`config.mk`:
```
export PLATFORM = sky130hd
export DESIGN_NAME = image_add_sequencer
export DESIGN_NICKNAME = d
export VERILOG_FILES = /design/src/rtl/image_proc_pkg.sv /design/src/rtl/pix_skid_fifo.sv /design/src/rtl/image_add_sequencer.sv
export SDC_FILE = /design/constraint.sdc
export NUM_CORES = 1
export LEC_CHECK = 0
export ABC_AREA = 1
export BUFFER_PORTS_ARGS = -buffer_cell sky130_fd_sc_hd__buf_2
export CAP_MARGIN = 20
export CORE_UTILIZATION = 43
export CTS_CLUSTER_DIAMETER = 100
export CTS_CLUSTER_SIZE = 40
export DETAILED_ROUTE_END_ITERATION = 6
export PLACE_DENSITY = 0.61
export REMOVE_ABC_BUFFERS = 1
export SLEW_MARGIN = 20
export SYNTH_ARGS = -nofsm -noshare
export SYNTH_HDL_FRONTEND = slang
export SYNTH_SLANG_ARGS = --single-unit
```
`constraint.sdc`:
```
create_clock -name clk -period 10.9 [get_ports clk]
set_input_delay 3.27 -clock clk [delete_from_list [all_inputs] [get_ports clk]]
set_output_delay 3.27 -clock clk [all_outputs]
set_load 0.02 [all_outputs]
```
`src/rtl/image_proc_pkg.sv`:
```
`default_nettype none
// ============================================================================
//  Package     : image_proc_pkg
//  Description : Shared types and default geometry/arithmetic constants for
//                the image-addition datapath (frame sequencer and its buffer).
//  Revision    : 1.0 - initial release
// ============================================================================
package image_proc_pkg;

    // Default frame geometry and enhanced-sum arithmetic
    localparam int IMG_W_DEF      = 128;
    localparam int IMG_H_DEF      = 128;
    localparam int OFFSET_DEF     = 6;
    localparam int GAIN_NUM_DEF   = 55;
    localparam int GAIN_SHIFT_DEF = 6;
    localparam int OUT_DEPTH_DEF  = 2;

    // Fixed interface widths
    localparam int ADDR_W = 14;
    localparam int PIX_W  = 8;
    localparam int RES_W  = 9;

    typedef logic [PIX_W-1:0]  pixel_t;
    typedef logic [RES_W-1:0]  result_t;
    typedef logic [ADDR_W-1:0] addr_t;

    typedef enum logic [1:0] {
        S_IDLE  = 2'd0,
        S_RUN   = 2'd1,
        S_DRAIN = 2'd2,
        S_DONE  = 2'd3
    } state_t;

endpackage
`default_nettype wire

```
`src/rtl/pix_skid_fifo.sv`:
```
`default_nettype none
// ============================================================================
//  Module      : pix_skid_fifo
//  Description : Small synchronous result buffer with occupancy count and
//                flush. Head entry is presented on data_o while valid_o is
//                high and stays put until popped. A push into a full buffer
//                is accepted only together with a pop.
//  Revision    : 1.0 - initial release
// ============================================================================
module pix_skid_fifo
    import image_proc_pkg::*;
#(
    parameter int DEPTH = OUT_DEPTH_DEF,
    parameter int CNT_W = $clog2(DEPTH + 1)
) (
    input  logic             clk,
    input  logic             rst,
    input  logic             flush_i,
    input  logic             push_i,
    input  result_t          data_i,
    input  logic             pop_i,
    output result_t          data_o,
    output logic             valid_o,
    output logic [CNT_W-1:0] count_o
);

    localparam int               PTR_W    = (DEPTH > 1) ? $clog2(DEPTH) : 1;
    localparam logic [CNT_W-1:0] FULL_CNT = CNT_W'(DEPTH);
    localparam logic [PTR_W-1:0] LAST_PTR = PTR_W'(DEPTH - 1);

    result_t          mem_q [DEPTH];
    logic [PTR_W-1:0] wr_ptr_q;
    logic [PTR_W-1:0] rd_ptr_q;
    logic [CNT_W-1:0] count_q;
    logic [CNT_W-1:0] count_d;
    logic             w_do_push;
    logic             w_do_pop;

    function automatic logic [PTR_W-1:0] ptr_inc(input logic [PTR_W-1:0] p);
        return (p == LAST_PTR) ? '0 : p + 1'b1;
    endfunction

    // Qualify push/pop against occupancy and form the next count
    always_comb begin
        w_do_pop  = pop_i && (count_q != '0);
        w_do_push = push_i && ((count_q != FULL_CNT) || w_do_pop);
        count_d   = count_q;
        case ({w_do_push, w_do_pop})
            2'b10:   count_d = count_q + 1'b1;
            2'b01:   count_d = count_q - 1'b1;
            default: count_d = count_q;
        endcase
    end

    // Storage, pointers and occupancy; flush empties without touching storage
    always_ff @(posedge clk or posedge rst) begin
        if (rst) begin
            for (int i = 0; i < DEPTH; i++) begin
                mem_q[i] <= '0;
            end
            wr_ptr_q <= '0;
            rd_ptr_q <= '0;
            count_q  <= '0;
        end else if (flush_i) begin
            wr_ptr_q <= '0;
            rd_ptr_q <= '0;
            count_q  <= '0;
        end else begin
            if (w_do_push) begin
                mem_q[wr_ptr_q] <= data_i;
                wr_ptr_q        <= ptr_inc(wr_ptr_q);
            end
            if (w_do_pop) begin
                rd_ptr_q <= ptr_inc(rd_ptr_q);
            end
            count_q <= count_d;
        end
    end

    assign data_o  = mem_q[rd_ptr_q];
    assign valid_o = (count_q != '0);
    assign count_o = count_q;

endmodule
`default_nettype wire

```
`src/rtl/image_add_sequencer.sv`:
```
`default_nettype none
// ============================================================================
//  Module      : image_add_sequencer
//  Description : Frame controller for the image-addition datapath. Issues
//                raster reads to both frame buffers, forms the enhanced-sum
//                pixel ((a+b-OFFSET)*GAIN_NUM >> GAIN_SHIFT, floored at 0) and
//                streams results through a small buffer under valid/ready.
//                Build option CLAMP_8BIT_EN saturates results to 255.
//  Revision    : 1.0 - initial release
// ============================================================================
module image_add_sequencer
    import image_proc_pkg::*;
#(
    parameter int IMG_W      = IMG_W_DEF,
    parameter int IMG_H      = IMG_H_DEF,
    parameter int OFFSET     = OFFSET_DEF,
    parameter int GAIN_NUM   = GAIN_NUM_DEF,
    parameter int GAIN_SHIFT = GAIN_SHIFT_DEF,
    parameter int OUT_DEPTH  = OUT_DEPTH_DEF
) (
    input  logic        clk,
    input  logic        rst,
    input  logic        start,
    input  logic        abort,
    output logic        rd_en,
    output logic [13:0] rd_addr,
    input  logic [7:0]  pix_a,
    input  logic [7:0]  pix_b,
    output logic [8:0]  out_pix,
    output logic        out_valid,
    input  logic        out_ready,
    output logic        busy,
    output logic        done
);

    localparam int               CNT_W     = $clog2(OUT_DEPTH + 1);
    localparam addr_t            LAST_ADDR = ADDR_W'(IMG_W * IMG_H - 1);
    localparam logic [CNT_W:0]   DEPTH_LIM = (CNT_W + 1)'(OUT_DEPTH);
    localparam logic [15:0]      OFFSET_W  = 16'(OFFSET);
    localparam logic [15:0]      GAIN_W    = 16'(GAIN_NUM);
    localparam result_t          OFFSET_R  = RES_W'(OFFSET);

    state_t           state_q;
    addr_t            rd_addr_q;
    logic             inflight_q;
    logic             busy_q;
    logic             done_q;

    logic [CNT_W-1:0] w_fifo_cnt;
    logic             w_fifo_valid;
    result_t          w_fifo_data;
    logic             w_abort;
    logic             w_pop;
    logic             w_push;
    logic [CNT_W:0]   w_occ;
    logic             w_room;
    logic             w_drained;
    logic [8:0]       w_sum;
    logic [15:0]      w_prod;
    result_t          w_res_full;
    result_t          w_res;

    // Abort only acts on an active frame; in IDLE it merely blocks start
    assign w_abort = abort && ((state_q == S_RUN) || (state_q == S_DRAIN));
    assign w_pop   = w_fifo_valid && out_ready;

    // Slots still claimed after this cycle's transfer leaves: buffered plus in flight.
    // Counting the departing entry as free keeps one read per cycle with ready held high.
    assign w_occ  = {1'b0, w_fifo_cnt} + {{CNT_W{1'b0}}, inflight_q} - {{CNT_W{1'b0}}, w_pop};
    assign w_room = (w_occ < DEPTH_LIM);
    assign rd_en  = (state_q == S_RUN) && !w_abort && w_room;

    // Returning data is discarded on abort so nothing from the old frame survives
    assign w_push    = inflight_q && !w_abort;
    assign w_drained = !inflight_q && (w_occ == '0);

    // Enhanced sum: floored at zero below OFFSET, product fits in 16 bits
    assign w_sum      = {1'b0, pix_a} + {1'b0, pix_b};
    assign w_prod     = (16'(w_sum) - OFFSET_W) * GAIN_W;
    assign w_res_full = (w_sum < OFFSET_R) ? '0 : RES_W'(w_prod >> GAIN_SHIFT);

`ifdef CLAMP_8BIT_EN
    assign w_res = (w_res_full > 9'd255) ? 9'd255 : w_res_full;
`else
    assign w_res = w_res_full;
`endif

    pix_skid_fifo #(
        .DEPTH (OUT_DEPTH),
        .CNT_W (CNT_W)
    ) u_fifo (
        .clk     (clk),
        .rst     (rst),
        .flush_i (w_abort),
        .push_i  (w_push),
        .data_i  (w_res),
        .pop_i   (w_pop),
        .data_o  (w_fifo_data),
        .valid_o (w_fifo_valid),
        .count_o (w_fifo_cnt)
    );

    // Frame FSM with address counter, in-flight flag and registered busy/done
    always_ff @(posedge clk or posedge rst) begin
        if (rst) begin
            state_q    <= S_IDLE;
            rd_addr_q  <= '0;
            inflight_q <= 1'b0;
            busy_q     <= 1'b0;
            done_q     <= 1'b0;
        end else begin
            inflight_q <= rd_en;
            case (state_q)
                S_IDLE: begin
                    done_q <= 1'b0;
                    if (start && !abort) begin
                        state_q <= S_RUN;
                        busy_q  <= 1'b1;
                    end
                end
                S_RUN: begin
                    if (w_abort) begin
                        state_q   <= S_IDLE;
                        rd_addr_q <= '0;
                        busy_q    <= 1'b0;
                    end else if (rd_en) begin
                        if (rd_addr_q == LAST_ADDR) begin
                            state_q   <= S_DRAIN;
                            rd_addr_q <= '0;
                        end else begin
                            rd_addr_q <= rd_addr_q + 1'b1;
                        end
                    end
                end
                S_DRAIN: begin
                    if (w_abort) begin
                        state_q <= S_IDLE;
                        busy_q  <= 1'b0;
                    end else if (w_drained) begin
                        state_q <= S_DONE;
                        busy_q  <= 1'b0;
                        done_q  <= 1'b1;
                    end
                end
                S_DONE: begin
                    state_q <= S_IDLE;
                    done_q  <= 1'b0;
                end
                default: begin
                    state_q <= S_IDLE;
                    busy_q  <= 1'b0;
                    done_q  <= 1'b0;
                end
            endcase
        end
    end

    assign rd_addr   = rd_addr_q;
    assign out_pix   = w_fifo_data;
    assign out_valid = w_fifo_valid;
    assign busy      = busy_q;
    assign done      = done_q;

endmodule
`default_nettype wire

```
==> results.py, run 1 <==
metrics = {
    "synth": {
        "syn_inst": 556,
        "ys_types": 42,
        "synth_area_per_cell_sq_um": 7.83,
        "synth_mux_area_share_pct": 2.07,
        "synth.top_cell.area_share_pct": 23.6,
        "synth_compound_area_share_pct": 9.45,
        "synth_common_cells": "117 x inv_1, 108 x nand2_1, 47 x ha_1, 41 x dfrtp_1, 29 x a21oi_1",
        "synth-simple-area-share_pct": 24.2,
        "ys_ff_latch": 41,
        "ys_top_cells_by_area": "dfrtp_1 24%, ha_1 14%, fa_1 11%",
        "yosys.area_share.xor_xnor_pct": 3.91,
        "synth_area_sq_um": 4350,
        "synth-edff-count": 0,
        "synth_top_family_by_area": "adder cells",
        "yosysSeqAreaShare_pct": 23.6,
        "yosysWarnings": 0,
        "synthArstFlopShare_pct": 100,
        "yosysMostFrequentCell": "inv_1",
        "synthAdderAreaFrac_pct": 25.0,
        "yosys.area.top_type": "dfrtp_1",
        "synth_flop_cell": "dfrtp_1",
    },
    "drt": {
        "wire_per_inst_microns": 11.3,
        "dr.pass1.iters": 4,
        "routed_wl_microns": 8380,
        "num_vias": 3476,
        "drtIter0Drc": 75,
        "drc_errors": 0,
        "postRouteAntennaNets": 0,
        "vias_per_cell": 4.70,
    },
    "sta": {
        "rsz0062_at_grt": "false",
        "slew_headroom_pct": 64.9,
        "worst_slew_pin_slew_ns": 0.526,
        "fmax_mhz": 115,
        "report.final.slew_viol_count": 0,
        "fin_crit_sh_pct": 79.8,
        "fin_crit_ns": 8.70,
        "setup_viol": 0,
        "finClkSkew_ns": 0.00759,
        "whs_ns": 0.481,
        "tns_ns": 0,
        "hold_violations": 0,
    },
    "worst_setup_path": {
        "cp.required_ns": 11.07,
        "slowest_delay_ns": 0.55,
        "startpoint": "pix_a[0]",
        "critPathKind": "in -> reg",
        "critPathTopFamily": "adder cells",
        "rr_startpoint": "u_fifo.count_o[1]",
        "rr_worst_depth": 17,
        "cp_max_fo": 4,
        "cpMaxStageDelayCell": "fa_1",
        "critPathLaunchType": "primary input",
        "cp-end-kind": "register",
        "cp.buffers_inverters": 7,
        "cp.depth": 30,
        "arrival_ns": 8.88,
    },
    "global_routing": {
        "grt_pass1_wl_microns": 14700,
        "track_usage_pct": 17.4,
        "grt_pass1_vias": 3507,
        "grt_overflow": 0,
        "grt_util_met3_pct": 2.17,
        "met2_usage_pct": 34.6,
        "grt.busiest_layer": "met2",
        "grt_max_degree": 42,
        "grtUsageMet1_pct": 19.0,
        "antenna_found_initial": 0,
    },
    "clocking": {
        "ctsHoldBuffers": 0,
        "htree_levels": 2,
        "post_cts_buffers": 0,
        "cts_root_buf": "clkbuf_8",
        "cts_buffers": 5,
        "max-clock-path-buffers": 2,
        "cts_resized": 0,
        "clock-sinks": 41,
        "cts_tree": "yes",
        "cts.clk_slew.worst_paths_ns": 0.08,
        "clk-insertion-delay-late_ns": 0.29,
    },
    "place": {
        "gp_congestion": 0.836,
        "port_buffers": 47,
        "dpl.hpwl_microns": 7020,
        "dp_cells": 731,
    },
    "floorplanning": {
        "initial_core_util_pct": 44.5,
        "rows": 36,
        "die_area_sq_um": 10500,
        "die_y_microns": 103,
        "ioPinCount": 48,
        "die_w_microns": 103,
        "core-area_sq_um": 9770,
    },
    "finish": {
        "finalNonFillerCells": 739,
        "drive_above_1_share_pct": 19.3,
        "antenna_cells": 0,
        "area_growth_syn_to_layout_pct": 11.3,
        "num-nets-final": 698,
    },
    "worst_hold_path": {
        "hold_depth": 2,
        "hp-class": "reg -> reg",
        "worstHoldStart": "u_fifo.mem_q[4]",
    },
    "flow_run": {
        "cap_violations": 0,
    },
    "status": {
        "outcome": "finished, final reports clean",
    },
}
-- state kept, by name, summed over array words and instances (netlist names) --
signal and cells:
u_fifo.mem_q 18, done 1, rd_addr 14, u_fifo.wr_ptr_q 1
u_fifo.rd_ptr_q 1, busy 1, inflight_q 1, u_fifo.count_o 2
state_q 2
-- worst reg2reg max path: stages (launching register included) --
cell and delay [ns]:
dfrtp_1 0.41, inv_1 0.15, nand2_1 0.08, nand2_1 0.06, inv_1 0.07, ha_1 0.28
inv_1 0.06, ha_1 0.12, inv_1 0.04, fa_1 0.48, nand2_1 0.05, nor2_1 0.14
nand2_1 0.14, o21ai_1 0.11, buf_4 0.24, nand4_1 0.13, o22ai_1 0.21, a21oi_1 0.11
-- worst paths after layout --
check                                          to  slack (ns)
worst max-delay path             u_fifo.mem_q[13]        2.20
worst max register to register         rd_addr[9]        7.90
max in group asynchronous       u_fifo.count_o[1]        7.43
worst min-delay path              u_fifo.mem_q[4]        0.48
worst min register to register    u_fifo.mem_q[4]        0.48
min in group asynchronous              rd_addr[7]        3.08
-- cells in the final DEF (no fill, tap or decap), types with 9 or more instances in the layout --
cell type,n
nand2_2,15
fa_1,25
inv_1,117
nor3_1,9
nand2_1,108
buf_2,47
o21ai_1,11
nor2_1,22
dfrtp_1,41
ha_1,47
nand3_1,26
o21ai_0,22
a21oi_1,29
-- cells by family after synthesis --
group	Yosys count
and+or+nand+nor	213
buffers and inverters	132
AOI/OAI and AO/OA	74
adders and majority gates	72
DFF	41
xor gates and xnor gates	16
muxes	8
-- cell type report --
cell class	count	area, sq um
clock buffer	6	82.6
sequential	41	1030
timing repair buffer	49	250
fill	953	4930
inverter	125	469
tap	133	166
multi-input combinational	383	2820
clock inverter	2	37.5
-- layer usage --
metal,part of all wire [%],up-vias,routed length (microns)
li1,-,1835,-
met3,2.8,8,236
met2,53,58,4440
met4,1.3,0,110
met5,0,-,0
met1,43,1575,3600
-- through the flow --
stage / instance area, sq um / utilization, % / setup slack (ns)
after global routing: 4850 / 49.6 / 1.78
after floorplan: 4310 / - / 2.48
after global placement: 4730 / 48.4 / 1.93
after detailed placement: 4730 / 48.4 / 1.85
after CTS: 4850 / 49.6 / 2.17
final: 4850 / 49.6 / 2.20
Power of run 1 is not shown: default switching activity piles up to over one toggle a cycle in this logic, so the estimate is an artifact.
==> inputs of run 2 (changes only) <==
Clock period 10.9 ns to 8.2 ns, I/O delays scaled along.
==> run 2 against run 1 <==
Sequential share of layout area is 0.15 points lower. Clock skew is 0.0037 ns higher. Non-clock buffer count is 3 higher. Global-route usage is 0.41 points lower. Design area is 0.72% higher. Wire length is 0.80% lower. Critical path type unchanged.
==> results.py, run 2 (same netlist as run 1, synthesis figures left out) <==
metrics = {
    "finish": {
        "design_area_sq_um": 4880,
        "finalNonFillerCells": 742,
        "largest-register": "u_fifo.mem_q",
        "layout_commonest_cell": "inv_1",
        "num-nets-final": 701,
        "antenna_cells": 0,
        "final_cell_mix": "117 x inv_1, 108 x nand2_1, 47 x ha_1, 47 x buf_2, 41 x dfrtp_1",
        "drive_above_1_share_pct": 20.2,
        "area_growth_syn_to_layout_pct": 12.1,
        "largest_register_ffs": 18,
    },
    "worst_setup_path": {
        "slowest_delay_ns": 0.55,
        "critPathKind": "in -> reg",
        "critPathTopFamily": "adder cells",
        "startpoint": "pix_a[0]",
        "cp-end-kind": "register",
        "cp.buffers_inverters": 7,
        "cp_max_fo": 4,
        "cp.required_ns": 8.38,
        "critPathLaunchType": "primary input",
        "cpMaxStageDelayCell": "fa_1",
        "rr_startpoint": "u_fifo.count_o[1]",
        "arrival_ns": 7.96,
        "r2r_setup_slack_ns": 5.19,
    },
    "flow_run": {
        "cap_violations": 0,
    },
    "sta": {
        "finClkSkew_ns": 0.0113,
        "whs_ns": 0.483,
        "fin_crit_ns": 7.78,
        "fin_crit_sh_pct": 94.9,
        "setup_viol": 0,
        "report.final.slew_viol_count": 0,
        "slew_headroom_pct": 64.7,
        "fmax_mhz": 128,
        "hold_violations": 0,
        "worst_slew_pin_slew_ns": 0.530,
    },
    "global_routing": {
        "grt_overflow": 0,
        "grt_pass1_wl_microns": 14400,
        "antenna_found_initial": 0,
        "grt_pass1_vias": 3388,
        "track_usage_pct": 17.0,
        "grt_max_degree": 42,
    },
    "drt": {
        "num_vias": 3502,
        "wire_per_inst_microns": 11.2,
        "dr.pass1.iters": 4,
        "drc_errors": 0,
        "postRouteAntennaNets": 0,
        "drtIter0Drc": 85,
        "routed_wl_microns": 8320,
        "vias_per_cell": 4.72,
    },
    "floorplanning": {
        "core-area_sq_um": 9770,
        "ioPinCount": 48,
        "initial_core_util_pct": 44.5,
        "die_y_microns": 103,
        "die_area_sq_um": 10500,
        "rows": 36,
        "die_w_microns": 103,
    },
    "place": {
        "placed_cell_area_sq_um": 4740,
        "port_buffers": 47,
        "dp_cells": 733,
        "dpl.hpwl_microns": 6970,
        "gp_congestion": 0.836,
    },
    "status": {
        "outcome": "finished, final reports clean",
    },
    "worst_hold_path": {
        "worstHoldStart": "u_fifo.mem_q[17]",
        "hp-class": "reg -> reg",
    },
    "clocking": {
        "cts.clk_slew.worst_paths_ns": 0.09,
        "clock-sinks": 41,
        "clk-insertion-delay-late_ns": 0.30,
        "cts_root_buf": "clkbuf_8",
        "cts_buffers": 5,
        "htree_levels": 2,
        "max-clock-path-buffers": 2,
        "cts_tree": "yes",
    },
}
## run 2: cell count changes in the layout (fill, tap and decap cells not counted), sizes merged
| cell | delta |
|---|---|
| buf | +3 |
| clkbuf | -1 |
| clkinv | +1 |
## run 2: path summary, 6_finish.rpt
kind,end,depth (start not counted)
min in group asynchronous,rd_addr[6],3
worst max register to register,rd_addr[5],17
worst min register to register,u_fifo.mem_q[17],2
max in group asynchronous,u_fifo.wr_ptr_q,3
worst min-delay path,u_fifo.mem_q[17],2
worst max-delay path,u_fifo.mem_q[13],30
## run 2: through the flow
| step | setup TNS [ns] | worst slack [ns] | utilization [%] |
|---|---|---|---|
| after floorplan | 0 | 0.595 | - |
| after global placement | 0 | 0.0486 | 48.5 |
| after detailed placement | -0.0722 | -0.0429 | 48.5 |
| after global routing | -0.0452 | -0.0259 | 49.9 |
| final | 0 | 0.417 | 49.9 |
| after CTS | 0 | 0.284 | 49.7 |
## run 2: final cells by class
class	instances	area, sq um
Clock inverter	3	46.3
Inverter	125	469
Tap cell	133	166
Sequential cell	41	1030
Timing Repair Buffer	52	273
Multi-Input combinational cell	383	2830
Clock buffer	5	68.8
Fill cell	956	4890
## run 2: what timing repair did
action,4_1_cts,5_1_grt
hold buffers,0,0
setup endpoints to repair,0,7
buffers inserted,0,1
resized for setup,0,3
## run 2: worst reg2reg max path: stages, from the launching register on
cell and delay, ns:
dfrtp_1 0.40, inv_1 0.15, nand2_1 0.09, nand2_1 0.06, inv_1 0.07, ha_1 0.28, inv_1 0.06, ha_1 0.12
inv_1 0.04, fa_1 0.48, nand2_1 0.05, nor2_1 0.14, nand2_1 0.15, o21ai_1 0.11, buf_4 0.24, inv_1 0.15
nor2_1 0.24, nor3_1 0.08
## run 2: layer usage
layer | up-vias | GRT usage (%) | wire length (microns)
met3 | 9 | 1.69 | 228
met5 | - | 0 | 0
met1 | 1590 | 18.7 | 3630
met4 | 0 | 4.40 | 127
met2 | 59 | 34.2 | 4330
li1 | 1844 | - | -
Power of run 2 is left out for the same reason.
